File: config.mk
export PLATFORM = sky130hd
export DESIGN_NAME = uart_rx
export DESIGN_NICKNAME = d
export VERILOG_FILES = /design/src/rtl/uart_rx_pkg.sv /design/src/rtl/uart_rx_sync_ff.sv /design/src/rtl/uart_rx.sv
export SDC_FILE = /design/constraint.sdc
export NUM_CORES = 1
export LEC_CHECK = 0
export BUFFER_PORTS_ARGS = -buffer_cell sky130_fd_sc_hd__buf_2
export CAP_MARGIN = 20
export CORE_MARGIN = 2
export CORE_UTILIZATION = 55
export DETAILED_ROUTE_END_ITERATION = 10
export HOLD_SLACK_MARGIN = 0.12
export PLACE_DENSITY = 0.75
export RECOVER_POWER = 50
export SLEW_MARGIN = 0
export SYNTH_ARGS = -nofsm -noshare
export SYNTH_HDL_FRONTEND = slang
export SYNTH_SLANG_ARGS = --single-unit
File: constraint.sdc
create_clock -name clk -period 2.3 [get_ports clk]
set_input_delay 0.46 -clock clk [delete_from_list [all_inputs] [get_ports clk]]
set_output_delay 0.46 -clock clk [all_outputs]
set_load 0.05 [all_outputs]
File: src/rtl/uart_rx_pkg.sv
// Shared UART definitions: default bit timing for 12 MHz / 115200 baud and the
// receiver state encoding.
package uart_rx_pkg;

   localparam int DEFAULT_CLKS_PER_BIT = 104;

   typedef enum logic [2:0] {
      IDLE  = 3'd0,
      START = 3'd1,
      DATA  = 3'd2,
      STOP  = 3'd3,
      BREAK = 3'd4
   } uart_state_e;

endpackage

File: src/rtl/uart_rx_sync_ff.sv
// Multi-stage synchroniser for an asynchronous single-bit input; flops reset
// to RESET_VAL so an idle-high line reads as idle straight out of reset.
module sync_ff #(
   parameter int   STAGES    = 2,
   parameter logic RESET_VAL = 1'b1
) (
   input  logic clk,
   input  logic rst_n,
   input  logic d,
   output logic q
);

   logic [STAGES-1:0] sync_q;
   logic [STAGES-1:0] sync_d;

   always_comb begin
      sync_d = {sync_q[STAGES-2:0], d};
   end

   always_ff @(posedge clk or negedge rst_n) begin
      if (!rst_n) begin
         sync_q <= {STAGES{RESET_VAL}};
      end else begin
         sync_q <= sync_d;
      end
   end

   assign q = sync_q[STAGES-1];

endmodule

File: src/rtl/uart_rx.sv
// 8N1 UART receiver: mid-bit sampling off a per-state cycle counter, one-cycle
// received / frame_error strobes, and a BREAK state so a held-low line errors once.
module uart_rx
   import uart_rx_pkg::*;
#(
   parameter int CLKS_PER_BIT = DEFAULT_CLKS_PER_BIT,
   parameter int SYNC_STAGES  = 2
) (
   input  logic       clk,
   input  logic       rst_n,
   input  logic       rx,
   output logic [7:0] rx_byte,
   output logic       received,
   output logic       frame_error,
   output logic       busy
);

   localparam int                CNT_W     = $clog2(CLKS_PER_BIT);
   localparam logic [CNT_W-1:0]  HALF_LAST = CNT_W'(CLKS_PER_BIT / 2 - 1);
   localparam logic [CNT_W-1:0]  BIT_LAST  = CNT_W'(CLKS_PER_BIT - 1);

   logic rs;

   sync_ff #(
      .STAGES    (SYNC_STAGES),
      .RESET_VAL (1'b1)
   ) u_sync (
      .clk   (clk),
      .rst_n (rst_n),
      .d     (rx),
      .q     (rs)
   );

   uart_state_e      state_q, state_d;
   logic [CNT_W-1:0] cnt_q, cnt_d;
   logic [2:0]       idx_q, idx_d;
   logic [7:0]       shift_q, shift_d;
   logic [7:0]       byte_q, byte_d;
   logic             recv_q, recv_d;
   logic             ferr_q, ferr_d;
   logic             busy_q, busy_d;

   always_comb begin
      state_d = state_q;
      cnt_d   = cnt_q + 1'b1;
      idx_d   = idx_q;
      shift_d = shift_q;
      byte_d  = byte_q;
      recv_d  = 1'b0;
      ferr_d  = 1'b0;
      case (state_q)
         IDLE: begin
            cnt_d = '0;
            if (!rs) state_d = START;
         end
         START: begin
            // Half a bit in: a line already back high was only a glitch.
            if (cnt_q == HALF_LAST) begin
               cnt_d = '0;
               if (rs) begin
                  state_d = IDLE;
               end else begin
                  state_d = DATA;
                  idx_d   = 3'd0;
               end
            end
         end
         DATA: begin
            if (cnt_q == BIT_LAST) begin
               cnt_d   = '0;
               shift_d = {rs, shift_q[7:1]};
               if (idx_q == 3'd7) begin
                  state_d = STOP;
               end else begin
                  idx_d = idx_q + 3'd1;
               end
            end
         end
         STOP: begin
            // Leave at mid stop bit so an immediately following start bit is seen.
            if (cnt_q == BIT_LAST) begin
               cnt_d = '0;
               if (rs) begin
                  byte_d  = shift_q;
                  recv_d  = 1'b1;
                  state_d = IDLE;
               end else begin
                  ferr_d  = 1'b1;
                  state_d = BREAK;
               end
            end
         end
         BREAK: begin
            cnt_d = '0;
            if (rs) state_d = IDLE;
         end
         default: begin
            cnt_d   = '0;
            state_d = IDLE;
         end
      endcase
      busy_d = (state_d != IDLE);
   end

   always_ff @(posedge clk or negedge rst_n) begin
      if (!rst_n) begin
         state_q <= IDLE;
         cnt_q   <= '0;
         idx_q   <= 3'd0;
         shift_q <= 8'h00;
         byte_q  <= 8'h00;
         recv_q  <= 1'b0;
         ferr_q  <= 1'b0;
         busy_q  <= 1'b0;
      end else begin
         state_q <= state_d;
         cnt_q   <= cnt_d;
         idx_q   <= idx_d;
         shift_q <= shift_d;
         byte_q  <= byte_d;
         recv_q  <= recv_d;
         ferr_q  <= ferr_d;
         busy_q  <= busy_d;
      end
   end

   assign rx_byte     = byte_q;
   assign received    = recv_q;
   assign frame_error = ferr_q;
   assign busy        = busy_q;

endmodule

### Yosys cells after proc, flatten, opt, wreduce, memory -nomap -nowiden

Index checks and enable logic that the tools add are counted.

| storage, ports and cells | value |
|---|---|
| input port bits | 3 |
| flip-flop bits (word level) | 34 |
| output and inout port bits | 11 |

| cells by class | value |
|---|---|
| multiplexer cells | 23 |
| add/subtract/negate cells | 2 |
| eq/ne operators | 11 |
| reduce and logical (&&, ||, !) cells | 7 |

Operator list:

| cell | count |
|---|---|
| 3-bit two-way mux | 11 |
| 3-bit one-hot mux with 5 select lines | 1 |
| 7-bit two-way mux | 2 |
| 7-bit one-hot mux with 2 select lines | 1 |
| 2-bit != test, second input constant | 4 |
| 7-bit by 1-bit adder with 7-bit output, second input constant | 1 |
| 7-bit by 6-bit == test with 1-bit output, second input constant | 1 |
| 7-bit == test, second input constant | 1 |
| 3-bit by 2-bit == test with 1-bit output, second input constant | 2 |
| 3-bit == test, second input constant | 2 |
| 1-bit two-way mux | 6 |
| 3-bit one-hot mux with 2 select lines | 1 |
| 5-bit AND reduction | 1 |
| 3-bit by 1-bit adder with 3-bit output, second input constant | 1 |
| 3-bit by 1-bit == test with 1-bit output, second input constant | 1 |
| 3-bit zero test | 1 |
| 3-bit AND reduction | 1 |
| 3-bit nonzero test | 1 |
| 2-bit two-way mux | 1 |
| 2-bit AND reduction | 1 |
| 2-bit nonzero test | 1 |
| 2-bit OR reduction | 1 |

### Longest topological paths before layout

| depth | value |
|---|---|
| depth in word-level cells | 5 |
| depth in mapped cells | 6 |

### By module

Synthesis repeated with hierarchy kept, for this count alone.

| unflattened totals | value |
|---|---|
| cell total of the unflattened synthesis | 127 |
| area total of the unflattened synthesis | 1581.5 µm² |

By module, submodules not included:

| module | times used | area each (µm²) | cells each | sequential area each (µm²) |
|---|---|---|---|---|
| uart_rx | 1 | 1529.0 | 125 | 800.8 |
| sync_ff | 1 | 52.6 | 2 | 52.6 |

### Worst setup path before layout

OpenSTA, ideal clock, no wires.

| timing | value |
|---|---|
| kind | register to register |
| start | reg cnt_q[0] |
| end | reg shift_q[0] |
| setup time | 125 ps |
| setup slack | 422 ps |
| arrival time | 1753 ps |
| data required time | 2175 ps |
| buffers on the path | 1 |
| cell stages (with the launch flop) | 7 |
| path through | dfrtp_1 ha_1 and3b_4 nand2_4 or4_1 buf_6 mux2_4 |

| between the ends | value |
|---|---|
| word-level cells in the longest chain between the ends | 2 |

Ends and longest elaborated chain:

| element | line | source |
|---|---|---|
| start, declared | uart_rx.sv:35 | `logic [CNT_W-1:0] cnt_q, cnt_d;` |
| start signal, assigned | uart_rx.sv:117 | `cnt_q <= cnt_d;` |
| 7-bit == test | uart_rx.sv:69 | `if (cnt_q == BIT_LAST) begin` |
| 2-bit AND reduction (no source line) | -- |  |
| end signal, assigned | uart_rx.sv:119 | `shift_q <= shift_d;` |
| end, declared | uart_rx.sv:37 | `logic [7:0] shift_q, shift_d;` |

Every way passes these cells.
A chain may end at the register's enable or synchronous reset.

### Final worst setup path

| timing | value |
|---|---|
| start | reg cnt_q[0] |
| end | reg shift_q[1] |

The elaborated chain is that of the path after synthesis.

==> run_summary.xml <==
<?xml version="1.0" encoding="UTF-8"?>
<metrics>
  <group name="setup_path">
    <metric name="crit_path_max_fanout" unit="">8</metric>
    <metric name="reg2reg_setup_slack" unit="ns">0.16</metric>
    <metric name="criticalPathCategory" unit="">flop to flop</metric>
    <metric name="cp-start-kind" unit="">flop</metric>
    <metric name="crit_chain" unit="">ha_1, and3b_4, nand2_4, or4_1, mux2_4</metric>
    <metric name="worstReg2RegStart" unit="">cnt_q[0]</metric>
    <metric name="ff2ff_path_depth" unit="">5</metric>
    <metric name="timing.critical_path.required" unit="ns">2.53</metric>
    <metric name="crit_slowest_cell" unit="">or4_1</metric>
    <metric name="crit-reg2reg-capture" unit="">shift_q[1]</metric>
    <metric name="worst_setup_path_end_kind" unit="">flop</metric>
    <metric name="worst_path_largest_cell_delay" unit="ns">0.64</metric>
    <metric name="data_arrival_at_the_endpoint_of_the_critical_path" unit="ns">2.37</metric>
  </group>
  <group name="place">
    <metric name="dpl-instance-area" unit="um^2">1600</metric>
    <metric name="pre_cts_slack" unit="ns">0.171</metric>
    <metric name="place.detailed.hpwl" unit="um">1690</metric>
    <metric name="place.gp.congestion" unit="">0.824</metric>
    <metric name="post-place-cells" unit="">155</metric>
    <metric name="io_buffers" unit="">13</metric>
  </group>
  <group name="outcome">
    <metric name="violations" unit="">max-capacitance violations, max-slew violations</metric>
    <metric name="run_status" unit="">complete, but fails checks</metric>
  </group>
  <group name="cts">
    <metric name="clock_tree.buffer_depth" unit="">2</metric>
    <metric name="cts_num_sinks" unit="">34</metric>
    <metric name="cts_setup_buffers" unit="">0</metric>
    <metric name="holdBufCountCts" unit="">0</metric>
    <metric name="cts_root_buffer" unit="">clkbuf_4</metric>
    <metric name="clkSlewWorstSetupHoldPaths" unit="ns">0.10</metric>
    <metric name="clock_tree.htree_level_count" unit="">2</metric>
    <metric name="cts_tree" unit="">built</metric>
    <metric name="clk_latency_worst_skew_pair" unit="ns">0.34</metric>
    <metric name="cts_buffers" unit="">5</metric>
    <metric name="cts-resized-gates" unit="">0</metric>
  </group>
  <group name="finish">
    <metric name="final_nets" unit="">137</metric>
    <metric name="finish.cell_count_without_fillers" unit="">163</metric>
    <metric name="antennaDiodeCount" unit="">0</metric>
    <metric name="area.growth.synth_to_final" unit="%">10.7</metric>
    <metric name="final_core_density" unit="%">62.4</metric>
    <metric name="stdcell_area" unit="um^2">1680</metric>
    <metric name="share_of_final_layout_standard_cells_stronger_than_drive_strength_1" unit="%">34.1</metric>
  </group>
  <group name="global_route">
    <metric name="grt_max_degree" unit="">35</metric>
    <metric name="globalRouteOverflowTotal" unit="">0</metric>
    <metric name="global_route_usage_over_all_layers" unit="%">17.6</metric>
    <metric name="grt_antenna_before_repair" unit="">0</metric>
    <metric name="first_global_vias" unit="">934</metric>
    <metric name="grt_pass1_wl" unit="um">4140</metric>
  </group>
  <group name="power_and_ir_drop">
    <metric name="power.sequential.fraction" unit="%">57.5</metric>
    <metric name="switchingPower" unit="uW">217</metric>
    <metric name="static_leakage" unit="nW">0.836</metric>
    <metric name="max-vdd-ir-drop" unit="uV">433</metric>
    <metric name="power.switching_fraction" unit="%">20.7</metric>
    <metric name="power_frac_comb" unit="%">1.4</metric>
    <metric name="report.power.total" unit="mW">1.05</metric>
    <metric name="clk_network_pwr_share" unit="%">41.2</metric>
    <metric name="internal-power" unit="uW">830</metric>
    <metric name="power_per_unit_of_standard_cell_area" unit="nW/um^2">625</metric>
  </group>
  <group name="yosys">
    <metric name="synth-edff-count" unit="">0</metric>
    <metric name="synthArstFlopShare" unit="%">100</metric>
    <metric name="synthDistinctLibCells" unit="">38</metric>
    <metric name="synth_largest_type_area_fraction" unit="%">52.9</metric>
    <metric name="synth_seq_cells" unit="">34</metric>
    <metric name="synth_sequential_area_ratio" unit="%">56.4</metric>
    <metric name="synth_area_per_cell" unit="um^2">13.4</metric>
    <metric name="mappedNetlistNets" unit="">119</metric>
    <metric name="synth.cell_area" unit="um^2">1510</metric>
    <metric name="yosys.area.top_type" unit="">dfrtp_1</metric>
    <metric name="synth_top_cells_by_count" unit="">dfrtp_1, nor2_1, mux2_2, mux2_4, nand3_1</metric>
    <metric name="syn_inst" unit="">113</metric>
    <metric name="yosys.cell_count.top_type" unit="">dfrtp_1</metric>
    <metric name="synth.yosys.warnings" unit="">0</metric>
    <metric name="synthFlopType" unit="">dfrtp_1</metric>
    <metric name="synth.area.top_cells" unit="">dfrtp_1, mux2_4, mux2_2</metric>
  </group>
  <group name="min_path">
    <metric name="min_from" unit="">rx</metric>
    <metric name="whs_endpoint" unit="">u_sync.sync_q[0]</metric>
    <metric name="worst_hold_path_type" unit="">input pin to flop</metric>
    <metric name="min_delay_path_depth" unit="">1</metric>
  </group>
  <group name="detailed_routing">
    <metric name="vias_per_cell" unit="">5.65</metric>
    <metric name="final_antenna_net_count" unit="">0</metric>
    <metric name="drt_first_iter_violations" unit="">26</metric>
    <metric name="drt_pre_antenna_iters" unit="">4</metric>
    <metric name="drc" unit="">0</metric>
    <metric name="dr_total_vias" unit="">921</metric>
    <metric name="routedWlPerCell" unit="um">14.4</metric>
    <metric name="detail_route.wirelength" unit="um">2350</metric>
  </group>
  <group name="floorplan">
    <metric name="die_height" unit="um">56.5</metric>
    <metric name="die_area" unit="um^2">3190</metric>
    <metric name="die_w" unit="um">56.5</metric>
    <metric name="initial_util" unit="%">56.4</metric>
    <metric name="num_rows" unit="">19</metric>
    <metric name="fp.coreArea" unit="um^2">2690</metric>
    <metric name="top_level_ports" unit="">14</metric>
  </group>
  <group name="sta">
    <metric name="slew_violations" unit="">35</metric>
    <metric name="finalSetupViolCount" unit="">0</metric>
    <metric name="skew" unit="ns">0.00845</metric>
    <metric name="final_hold_viols" unit="">0</metric>
    <metric name="timing_worst_slew_pin_value" unit="ns">1.69</metric>
    <metric name="minimum_period_implied_by_the_final_worst_setup_slack" unit="ns">2.14</metric>
    <metric name="finalWorstSetupSlack" unit="ns">0.158</metric>
    <metric name="timing.max_slew.rel_slack" unit="%">-12.9</metric>
    <metric name="hold_slack" unit="ns">0.211</metric>
    <metric name="share_of_the_clock_period_used_by_the_worst_path" unit="%">93.1</metric>
    <metric name="unrepaired_setup_endpoints_after_global_routing" unit="">no</metric>
    <metric name="finalSetupTns" unit="ns">0</metric>
    <metric name="timing.fmax" unit="GHz">0.467</metric>
  </group>
  <group name="job">
    <metric name="cap_violations" unit="">1</metric>
  </group>
</metrics>
==> cell type report <==
class / instances / area, um^2
Multi-Input combinational cell: 73 / 623
Fill cell: 197 / 1010
Sequential cell: 34 / 853
Clock buffer: 5 / 37.5
Inverter: 3 / 11.3
Timing Repair Buffer: 14 / 67.6
Clock inverter: 3 / 45.0
Tap cell: 31 / 38.8
==> cells by family after synthesis <==
group / share of synthesized area, %
and+or+nand+nor: 16.7
DFF: 56.4
muxes: 14.6
AOI/OAI and AO/OA: 4.46
buffers and inverters: 2.48
xor gates and xnor gates: 2.89
adders and majority gates: 2.48
==> sequential cells by signal, indices dropped and copies added (netlist names) <==
register,flops
idx_q,3
cnt_q,7
received,1
u_sync.sync_q,2
busy,1
frame_error,1
rx_byte,8
shift_q,8
state_q,3
==> placed cells by master (no fill, tap or decap), types with 3 or more instances in the layout <==
master    Yosys  final
mux2_4        8      8
clkbuf_4      0      5
dfrtp_1      32     32
nor2_1       13     13
ha_1          3      3
buf_2         0      9
nand3_1       4      4
nand2_1       3      3
clkbuf_1      1      4
xnor2_1       3      3
mux2_2        9      9
inv_1         3      3
==> per-layer routing <==
| layer | vias up | GRT usage (%) | routed length [um] |
|---|---|---|---|
| met5 | - | 0 | 0 |
| met4 | 0 | 8.84 | 51 |
| met3 | 8 | 6.91 | 102 |
| met2 | 17 | 27.6 | 1120 |
| met1 | 460 | 21.1 | 1080 |
| li1 | 436 | - | - |
==> critical path, delay by kind of cell (launching register included) <==
kind,cells,cell delay [ns]
muxes,1,0.38
adders and majority gates,1,0.27
and+or+nand+nor,3,0.99
DFF,1,0.40
==> how the worst max path moves through the flow <==
stage,slack [ns],endpoint,from
after floorplan,0.42,shift_q[0],cnt_q[0]
after global placement,0.22,shift_q[4],cnt_q[0]
after detailed placement,0.17,shift_q[1],cnt_q[0]
after CTS,0.15,shift_q[1],cnt_q[0]
after global routing,0.04,shift_q[1],cnt_q[0]
final,0.16,shift_q[1],cnt_q[0]
==> power groups by stage <==
stage	Combinational, mW	Sequential [mW]	Clock (mW)
global placement	0.0150	0.614	0
global route	0.0168	0.603	0.475
floorplan	0.00227	0.613	0
detailed placement	0.0155	0.614	0
CTS	0.0155	0.602	0.445
finish	0.0142	0.602	0.431
Power figures use the tool's default switching activity.
